<file path="src/rtl/fc_output_mac.sv">
// fc_output_mac: sequential biased multiply-accumulate for the final FC layer, Q8.8 in/out.
// Ports:
//   clk, rst_n          clock, asynchronous active-low reset
//   i_start             begin an inference (sampled only in IDLE); latches i_bias
//   i_bias              per-neuron Q8.8 bias
//   i_in_valid/i_in_data/i_w_data  one activation x[k] with W[n][k] for every neuron
//   o_in_ready          high while accumulating
//   o_busy              high in every state except IDLE
//   o_out_valid         one-cycle pulse when o_out_values updates
//   o_out_values        saturated Q8.8 scores, neuron 0 first, held until next completion
module fc_output_mac #(
  parameter int SIZE     = 16,
  parameter int IN_SZ    = 4,
  parameter int LAYER_SZ = 2
) (
  input  logic                             clk,
  input  logic                             rst_n,
  input  logic                             i_start,
  input  logic [0:LAYER_SZ-1][SIZE-1:0]    i_bias,
  input  logic                             i_in_valid,
  input  logic [SIZE-1:0]                  i_in_data,
  input  logic [0:LAYER_SZ-1][SIZE-1:0]    i_w_data,
  output logic                             o_in_ready,
  output logic                             o_busy,
  output logic                             o_out_valid,
  output logic [0:LAYER_SZ-1][SIZE-1:0]    o_out_values
);
  localparam int AW = 2*SIZE + $clog2(IN_SZ+1) + 1;
  localparam int KW = $clog2(IN_SZ+1);
  localparam logic signed [AW-1:0] MAXV = {{(AW-SIZE+1){1'b0}}, {(SIZE-1){1'b1}}};
  localparam logic signed [AW-1:0] MINV = {{(AW-SIZE+1){1'b1}}, {(SIZE-1){1'b0}}};
  typedef enum logic [1:0] {S_IDLE, S_ACCUM, S_FINISH, S_DONE} state_t;
  state_t                          r_state, w_next;
  logic [KW-1:0]                   r_k;
  logic signed [AW-1:0]            r_acc [LAYER_SZ];
  logic [0:LAYER_SZ-1][SIZE-1:0]   r_out;
  logic signed [AW-1:0]            w_bias_ext [LAYER_SZ];
  logic signed [2*SIZE-1:0]        w_prod [LAYER_SZ];
  logic signed [AW-1:0]            w_prod_ext [LAYER_SZ];
  logic signed [AW-1:0]            w_sh [LAYER_SZ];
  logic [0:LAYER_SZ-1][SIZE-1:0]   w_sat;
  logic                            w_beat;
  assign w_beat       = i_in_valid && r_state == S_ACCUM;
  assign o_in_ready   = r_state == S_ACCUM;
  assign o_busy       = r_state != S_IDLE;
  assign o_out_valid  = r_state == S_DONE;
  assign o_out_values = r_out;
  // Operands are sign-extended to 2*SIZE so the full Q16.16 product fits the low bits.
  // The >>> 8 on the signed accumulator floors toward -inf before clamping to Q8.8.
  always_comb begin
    for (int n = 0; n < LAYER_SZ; n++) begin
      w_bias_ext[n] = {{(AW-SIZE-8){i_bias[n][SIZE-1]}}, i_bias[n], 8'h00};
      w_prod[n]     = $signed({{SIZE{i_in_data[SIZE-1]}}, i_in_data})
                    * $signed({{SIZE{i_w_data[n][SIZE-1]}}, i_w_data[n]});
      w_prod_ext[n] = {{(AW-2*SIZE){w_prod[n][2*SIZE-1]}}, w_prod[n]};
      w_sh[n]       = r_acc[n] >>> 8;
      w_sat[n]      = w_sh[n] > MAXV ? {1'b0, {(SIZE-1){1'b1}}} :
                      w_sh[n] < MINV ? {1'b1, {(SIZE-1){1'b0}}} : w_sh[n][SIZE-1:0];
    end
  end
  always_comb begin
    w_next = r_state;
    unique case (r_state)
      S_IDLE:   w_next = i_start ? S_ACCUM : S_IDLE;
      S_ACCUM:  w_next = (w_beat && r_k == KW'(IN_SZ-1)) ? S_FINISH : S_ACCUM;
      S_FINISH: w_next = S_DONE;
      default:  w_next = S_IDLE;
    endcase
  end
  always_ff @(posedge clk or negedge rst_n) begin
    if (!rst_n) begin
      r_state <= S_IDLE;
      r_k     <= '0;
      r_out   <= '0;
      for (int n = 0; n < LAYER_SZ; n++) r_acc[n] <= '0;
    end else begin
      r_state <= w_next;
      if (r_state == S_IDLE && i_start) begin
        r_k <= '0;
        for (int n = 0; n < LAYER_SZ; n++) r_acc[n] <= w_bias_ext[n];
      end else if (w_beat) begin
        r_k <= r_k + KW'(1);
        for (int n = 0; n < LAYER_SZ; n++) r_acc[n] <= r_acc[n] + w_prod_ext[n];
      end
      if (r_state == S_FINISH) r_out <= w_sat;
    end
  end
endmodule

</file>
<file path="config.mk">
export PLATFORM = sky130hd
export DESIGN_NAME = fc_output_mac
export DESIGN_NICKNAME = d
export VERILOG_FILES = /design/src/rtl/fc_output_mac.sv
export SDC_FILE = /design/constraint.sdc
export NUM_CORES = 2
export LEC_CHECK = 0
export ABC_AREA = 1
export BUFFER_PORTS_ARGS = -buffer_cell sky130_fd_sc_hd__buf_2
export CAP_MARGIN = 30
export CORE_MARGIN = 1.5
export CORE_UTILIZATION = 40
export CTS_BUF_LIST = sky130_fd_sc_hd__clkbuf_4 sky130_fd_sc_hd__clkbuf_8
export DETAILED_ROUTE_END_ITERATION = 8
export PLACE_DENSITY = 0.68
export SLEW_MARGIN = 20
export SYNTH_ARGS = -nofsm -noshare
export SYNTH_HDL_FRONTEND = slang
export SYNTH_SLANG_ARGS = --single-unit
</file>
<file path="constraint.sdc">
create_clock -name clk -period 8.6 [get_ports clk]
set_input_delay 0.43 -clock clk [delete_from_list [all_inputs] [get_ports clk]]
set_output_delay 0.43 -clock clk [all_outputs]
set_load 0.005 [all_outputs]
</file>
After elaboration in Yosys (flattened, before gate mapping)

Index checks and enable logic that the tools add are counted.

Flip-flop bits (word level): 109
Logic and storage cells: 36
Output and inout bits: 35
Bits of input ports: 84

Equal/unequal tests: 4
$lt $le $gt $ge: 4
Muxes and demuxes: 11
Reductions and logical operators: 6
Multiply operators: 2
Add/subtract/negate cells: 3

Operator list:

| operator             | number |
|---|---|
| $mux 72              | 2 |
| $add 36x32->36       | 2 |
| $mul 16x16->32       | 2 |
| $mux 16              | 4 |
| $gt 28x16->1 const B | 2 |
| $lt 28x16->1 const B | 2 |
| $mux 3               | 2 |
| $pmux 2 s3           | 1 |
| $eq 2x2->1 const B   | 2 |
| $reduce_bool 2->1    | 2 |
| $add 3x1->3 const B  | 1 |
| $eq 3x2->1 const B   | 1 |
| $logic_and 1x1->1    | 3 |
| $eq 2x1->1 const B   | 1 |
| $logic_not 2->1      | 1 |
| $mux 2               | 1 |
| $mux 1               | 1 |

Longest topological paths before layout

Depth after elaboration: 5
Mapped depth: 29
Mapped depth without buffers: 27

Least setup slack after synthesis

Ideal clock, no wire load.

Path type: input to register
From: in i_w_data[3] (netlist bit)
To: reg r_acc[35] (netlist bit)
Data required time: 8479 ps
Setup time: 121 ps
Setup slack: 2927 ps
Cell stages on the path: 21
Data arrival time: 5551 ps
Path buffers: 2
Cell sequence: clkbuf_1 -> clkbuf_1 -> nand2_1 -> fa_1 -> fa_1 -> fa_1 -> fa_1 -> inv_1 -> fa_1 -> inv_1 -> fa_1 -> inv_1 -> ha_1 -> nand2_1 -> nor2_1 -> nor3b_1 -> a21oi_1 -> nand2_1 -> nand2_1 -> nand2_1 -> o21ai_1

Cells in the longest elaborated chain, start to end: 4

Ends and longest elaborated chain:

| what           | line | RTL |
|---|---|---|
| from (decl)    | 22   | `input logic [0:LAYER_SZ-1][SIZE-1:0] i_w_data,` |
| $mul 16x16->32 | 54   | `* $signed({{SIZE{i_w_data[n][SIZE-1]}}, i_w_data[n]});` |
| $add 36x32->36 | 83   | `for (int n = 0; n < LAYER_SZ; n++) r_acc[n] <= r_acc[n] + w_prod_ext[n];` |
| $mux 72        | 81   | `end else if (w_beat) begin` |
| $mux 72        | 78   | `if (r_state == S_IDLE && i_start) begin` |
| to (decl)      | 35   | `logic signed [AW-1:0] r_acc [LAYER_SZ];` |

Every way passes these cells. The select of a mux whose other input is x is not followed.
A chain may end at the register's enable or synchronous reset.

Worst setup path in the final report

From: in i_in_data[15]
To: reg r_acc[57] (netlist bit)

Cells in the longest elaborated chain, start to end: 4

Ends and longest elaborated chain:

| what           | line | RTL |
|---|---|---|
| from (decl)    | 21   | `input logic [SIZE-1:0] i_in_data,` |
| $mul 16x16->32 | 54   |  |
| $add 36x32->36 | 83   |  |
| $mux 72        | 81   |  |
| $mux 72        | 78   |  |

Every way passes these cells. The select of a mux whose other input is x is not followed.

==> flow_results.xml <==
<?xml version="1.0" encoding="UTF-8"?>
<metrics>
  <group name="clock_network">
    <metric name="clk_latency" unit="ns">0.45</metric>
    <metric name="cts_hold_buf" unit="">0</metric>
    <metric name="cts.sink_count" unit="">109</metric>
    <metric name="cts_buffers" unit="">9</metric>
    <metric name="clock_tree_from_tritoncts" unit="">done</metric>
    <metric name="cts_post_setup_buffers_inserted" unit="">0</metric>
    <metric name="post_cts_resize_count" unit="">0</metric>
    <metric name="ctsHtreeMaxLevel" unit="">3</metric>
    <metric name="clk_pin_slew_worst_paths" unit="ns">0.14</metric>
    <metric name="cts_root_buf" unit="">sky130_fd_sc_hd__clkbuf_8</metric>
    <metric name="clockBufferDepth" unit="">2</metric>
  </group>
  <group name="sta">
    <metric name="finalSetupViolCount" unit="">0</metric>
    <metric name="slew_headroom" unit="">0.4448</metric>
    <metric name="timing.final.ws_setup" unit="ns">2.634</metric>
    <metric name="fmax" unit="GHz">0.1676</metric>
    <metric name="final_hold_violating_endpoints" unit="">0</metric>
    <metric name="tns" unit="ns">0</metric>
    <metric name="finalHoldWorstSlack" unit="ns">0.04871</metric>
    <metric name="rsz0062_at_grt" unit="">no</metric>
    <metric name="max_slew.worst_pin.slew" unit="ns">0.8327</metric>
    <metric name="number_of_max_slew_violations_in_the_final_report" unit="">0</metric>
    <metric name="period_share" unit="">0.6937</metric>
    <metric name="final_worst_clock_skew" unit="ns">0.03564</metric>
    <metric name="post-route-min-period" unit="ns">5.966</metric>
  </group>
  <group name="placed_design">
    <metric name="buffer_ports.inserted" unit="">118</metric>
    <metric name="gp_routability_congestion" unit="">0.9371</metric>
    <metric name="post-place-cells" unit="">4870</metric>
    <metric name="post-dp-hpwl" unit="microns">68480</metric>
    <metric name="pre_cts_slack" unit="ns">2.192</metric>
  </group>
  <group name="yosys">
    <metric name="postSynth.topFlopCell" unit="">sky130_fd_sc_hd__dfrtp_1</metric>
    <metric name="synthesis.area" unit="sq um">30110</metric>
    <metric name="synthMostInstantiatedCell" unit="">sky130_fd_sc_hd__inv_1</metric>
    <metric name="synth_enable_flop_cells" unit="">0</metric>
    <metric name="synthesis.area_per_instance" unit="sq um">7.693</metric>
    <metric name="synth_cell_types" unit="">41</metric>
    <metric name="yosys_register_bits" unit="">109</metric>
    <metric name="synth_nets" unit="">4842</metric>
    <metric name="asyncSetResetFlopFracSynth" unit="">1.000</metric>
    <metric name="ys.warnings.count" unit="">0</metric>
    <metric name="post-synth-top-area-cell" unit="">sky130_fd_sc_hd__fa_1</metric>
    <metric name="synth.top_cell.area_share" unit="">0.4175</metric>
    <metric name="synthCells" unit="">3914</metric>
    <metric name="synth.yosys.seq_area_share" unit="">0.09059</metric>
    <metric name="commonest_cells_in_the_netlist" unit="">sky130_fd_sc_hd__inv_1 (1212), sky130_fd_sc_hd__nand2_1 (1006), sky130_fd_sc_hd__fa_1 (628)</metric>
    <metric name="synth_top_area_cells" unit="">sky130_fd_sc_hd__fa_1 (42%), sky130_fd_sc_hd__inv_1 (15%), sky130_fd_sc_hd__nand2_1 (13%), sky130_fd_sc_hd__dfrtp_1 (9.1%), sky130_fd_sc_hd__ha_1 (9.0%)</metric>
  </group>
  <group name="die">
    <metric name="i_o_pin_total" unit="">119</metric>
    <metric name="die-width" unit="microns">277.4</metric>
    <metric name="core_area" unit="sq um">74450</metric>
    <metric name="fp.dieH" unit="microns">277.4</metric>
    <metric name="floorplan.initialDensity" unit="">0.4045</metric>
    <metric name="die-area" unit="sq um">76930</metric>
    <metric name="placement_rows" unit="">100</metric>
  </group>
  <group name="cells_and_area">
    <metric name="areaGrowthSynthToFinish" unit="%">5.144</metric>
    <metric name="final_net_count" unit="">4840</metric>
    <metric name="fill_cells" unit="">7459</metric>
    <metric name="layout.cells.non_filler" unit="">4889</metric>
    <metric name="drive_gt1_frac" unit="">0.04774</metric>
  </group>
  <group name="worst_setup_path">
    <metric name="setup.worst_path.class" unit="">primary input to register</metric>
    <metric name="cells_on_worst_reg2reg_path" unit="">19</metric>
    <metric name="crit_path_max_fanout" unit="">32</metric>
    <metric name="cp-end-kind" unit="">register</metric>
    <metric name="timing.critical_path.required" unit="ns">8.92</metric>
    <metric name="startpoint" unit="">i_in_data[15]</metric>
    <metric name="timing.rr.start" unit="">r_acc[51]</metric>
    <metric name="critPathArrivalTime" unit="ns">6.29</metric>
    <metric name="crit_path_start_kind" unit="">primary input</metric>
  </group>
  <group name="routing">
    <metric name="initialDrtViolationCount" unit="">1730</metric>
    <metric name="remaining_drc_errors" unit="">0</metric>
    <metric name="finalWirelength" unit="microns">80670</metric>
    <metric name="post_drt_via_cell_ratio" unit="">4.798</metric>
    <metric name="detailroute.via_count" unit="">23458</metric>
    <metric name="detail_route.first_pass.iterations" unit="">6</metric>
    <metric name="drtAntennaViolNets" unit="">0</metric>
    <metric name="routed_wire_length_per_instance" unit="microns">16.50</metric>
  </group>
  <group name="grt">
    <metric name="grt_usage" unit="">0.2200</metric>
    <metric name="pin_count_of_the_biggest_net_entering_global_routing" unit="">64</metric>
    <metric name="antenna_violations_before_repair" unit="">9</metric>
    <metric name="grt_overflow" unit="">0</metric>
    <metric name="grt_pass1_vias" unit="">24644</metric>
    <metric name="grt_pass1_wl" unit="microns">133800</metric>
  </group>
  <group name="worst_hold_path">
    <metric name="worst_hold_path_type" unit="">primary input to async pin</metric>
  </group>
  <group name="outcome">
    <metric name="status" unit="">complete, no violations</metric>
  </group>
  <group name="run">
    <metric name="number_of_violations_of_the_max_capacitance_limit" unit="">0</metric>
  </group>
</metrics>
## per-stage QoR
step           utilization  area (sq um)
3_5_place_dp        0.4224         31440
3_3_place_gp        0.4218         31400
4_1_cts             0.4252         31650
6_report            0.4253         31660
2_1_floorplan            -         30110
5_1_grt             0.4253         31660
## state kept, by name, indices dropped and copies added, names as in the netlist
signal	count
r_state	2
o_out_values	32
r_k	3
r_acc	72
## critical path: stages
cell and delay, ns:
sky130_fd_sc_hd__buf_2 0.51, sky130_fd_sc_hd__nand2_1 0.20, sky130_fd_sc_hd__fa_1 0.67, sky130_fd_sc_hd__inv_1 0.13, sky130_fd_sc_hd__fa_1 0.53, sky130_fd_sc_hd__inv_1 0.06, sky130_fd_sc_hd__fa_1 0.50, sky130_fd_sc_hd__inv_1 0.05
sky130_fd_sc_hd__fa_1 0.50, sky130_fd_sc_hd__fa_1 0.49, sky130_fd_sc_hd__inv_1 0.06, sky130_fd_sc_hd__fa_1 0.48, sky130_fd_sc_hd__inv_1 0.04, sky130_fd_sc_hd__ha_1 0.40, sky130_fd_sc_hd__nand2_1 0.18, sky130_fd_sc_hd__nor2_1 0.17
sky130_fd_sc_hd__inv_1 0.10, sky130_fd_sc_hd__nor2_2 0.17, sky130_fd_sc_hd__nand4_1 0.14, sky130_fd_sc_hd__nand4_1 0.12, sky130_fd_sc_hd__nand2_1 0.11, sky130_fd_sc_hd__o21bai_1 0.17, sky130_fd_sc_hd__nand2_1 0.07
## final timing paths
kind | to | slack, ns
min in group clk | r_acc[48] | 0.25
min | r_acc[27] | 0.05
max in group asynchronous | r_k[0] | 7.19
max reg2reg | r_acc[58] | 3.57
max | r_acc[57] | 2.63
min reg2reg | o_out_values[26] | 0.49
## metal layers
layer  global-route usage  wire length, microns  vias up
met5                    0                    44        -
met4              0.05311                  1531        6
met3              0.02518                  4961       69
met2               0.3509                 36380      682
met1               0.3192                 37750    11602
li1                     -                     -    11099
## layout make-up
class	count	area, sq um	area share
repair buffers	128	693.2	0.02189
well taps	969	1212	0.03830
clock buffers	10	137.6	0.004347
diodes	3	7.507	0.0002371
clock inverters	6	70.07	0.002213
flip-flops and latches	109	2728	0.08616
inverters	1220	4579	0.1446
multi-input cells	2444	22230	0.7022
## cells by family after synthesis
family / count (synthesis) / share of synthesized area
compound gates: 227 / 0.04205
xor+xnor: 29 / 0.008435
fa+ha+maj: 844 / 0.5073
buf+inv: 1361 / 0.1712
flops: 109 / 0.09059
simple gates: 1344 / 0.1805
## placed cells by master, fill, tap and decap left out, types with 4 or more instances in the layout
master and n:
sky130_fd_sc_hd__inv_1 1212, sky130_fd_sc_hd__nand2_1 1005, sky130_fd_sc_hd__fa_1 628, sky130_fd_sc_hd__ha_1 216, sky130_fd_sc_hd__nor2_1 150, sky130_fd_sc_hd__buf_2 117
sky130_fd_sc_hd__dfrtp_1 109, sky130_fd_sc_hd__nand3_1 105, sky130_fd_sc_hd__o21ai_0 93, sky130_fd_sc_hd__a21oi_1 80, sky130_fd_sc_hd__nand4_1 23, sky130_fd_sc_hd__xor2_1 17
sky130_fd_sc_hd__o21bai_1 16, sky130_fd_sc_hd__nand2_2 15, sky130_fd_sc_hd__xnor2_1 12, sky130_fd_sc_hd__a22o_1 11, sky130_fd_sc_hd__nor3_2 11, sky130_fd_sc_hd__clkbuf_8 10
sky130_fd_sc_hd__buf_4 9, sky130_fd_sc_hd__inv_2 8, sky130_fd_sc_hd__nor4_1 7, sky130_fd_sc_hd__o22ai_1 7, sky130_fd_sc_hd__nor2_2 6, sky130_fd_sc_hd__and2_1 6
sky130_fd_sc_hd__o21ai_1 5, sky130_fd_sc_hd__a31oi_1 4, sky130_fd_sc_hd__nor3_1 4, sky130_fd_sc_hd__nand3b_1 4
Power is not shown: default switching activity piles up to over one toggle a cycle in this logic, so the estimate is an artifact.
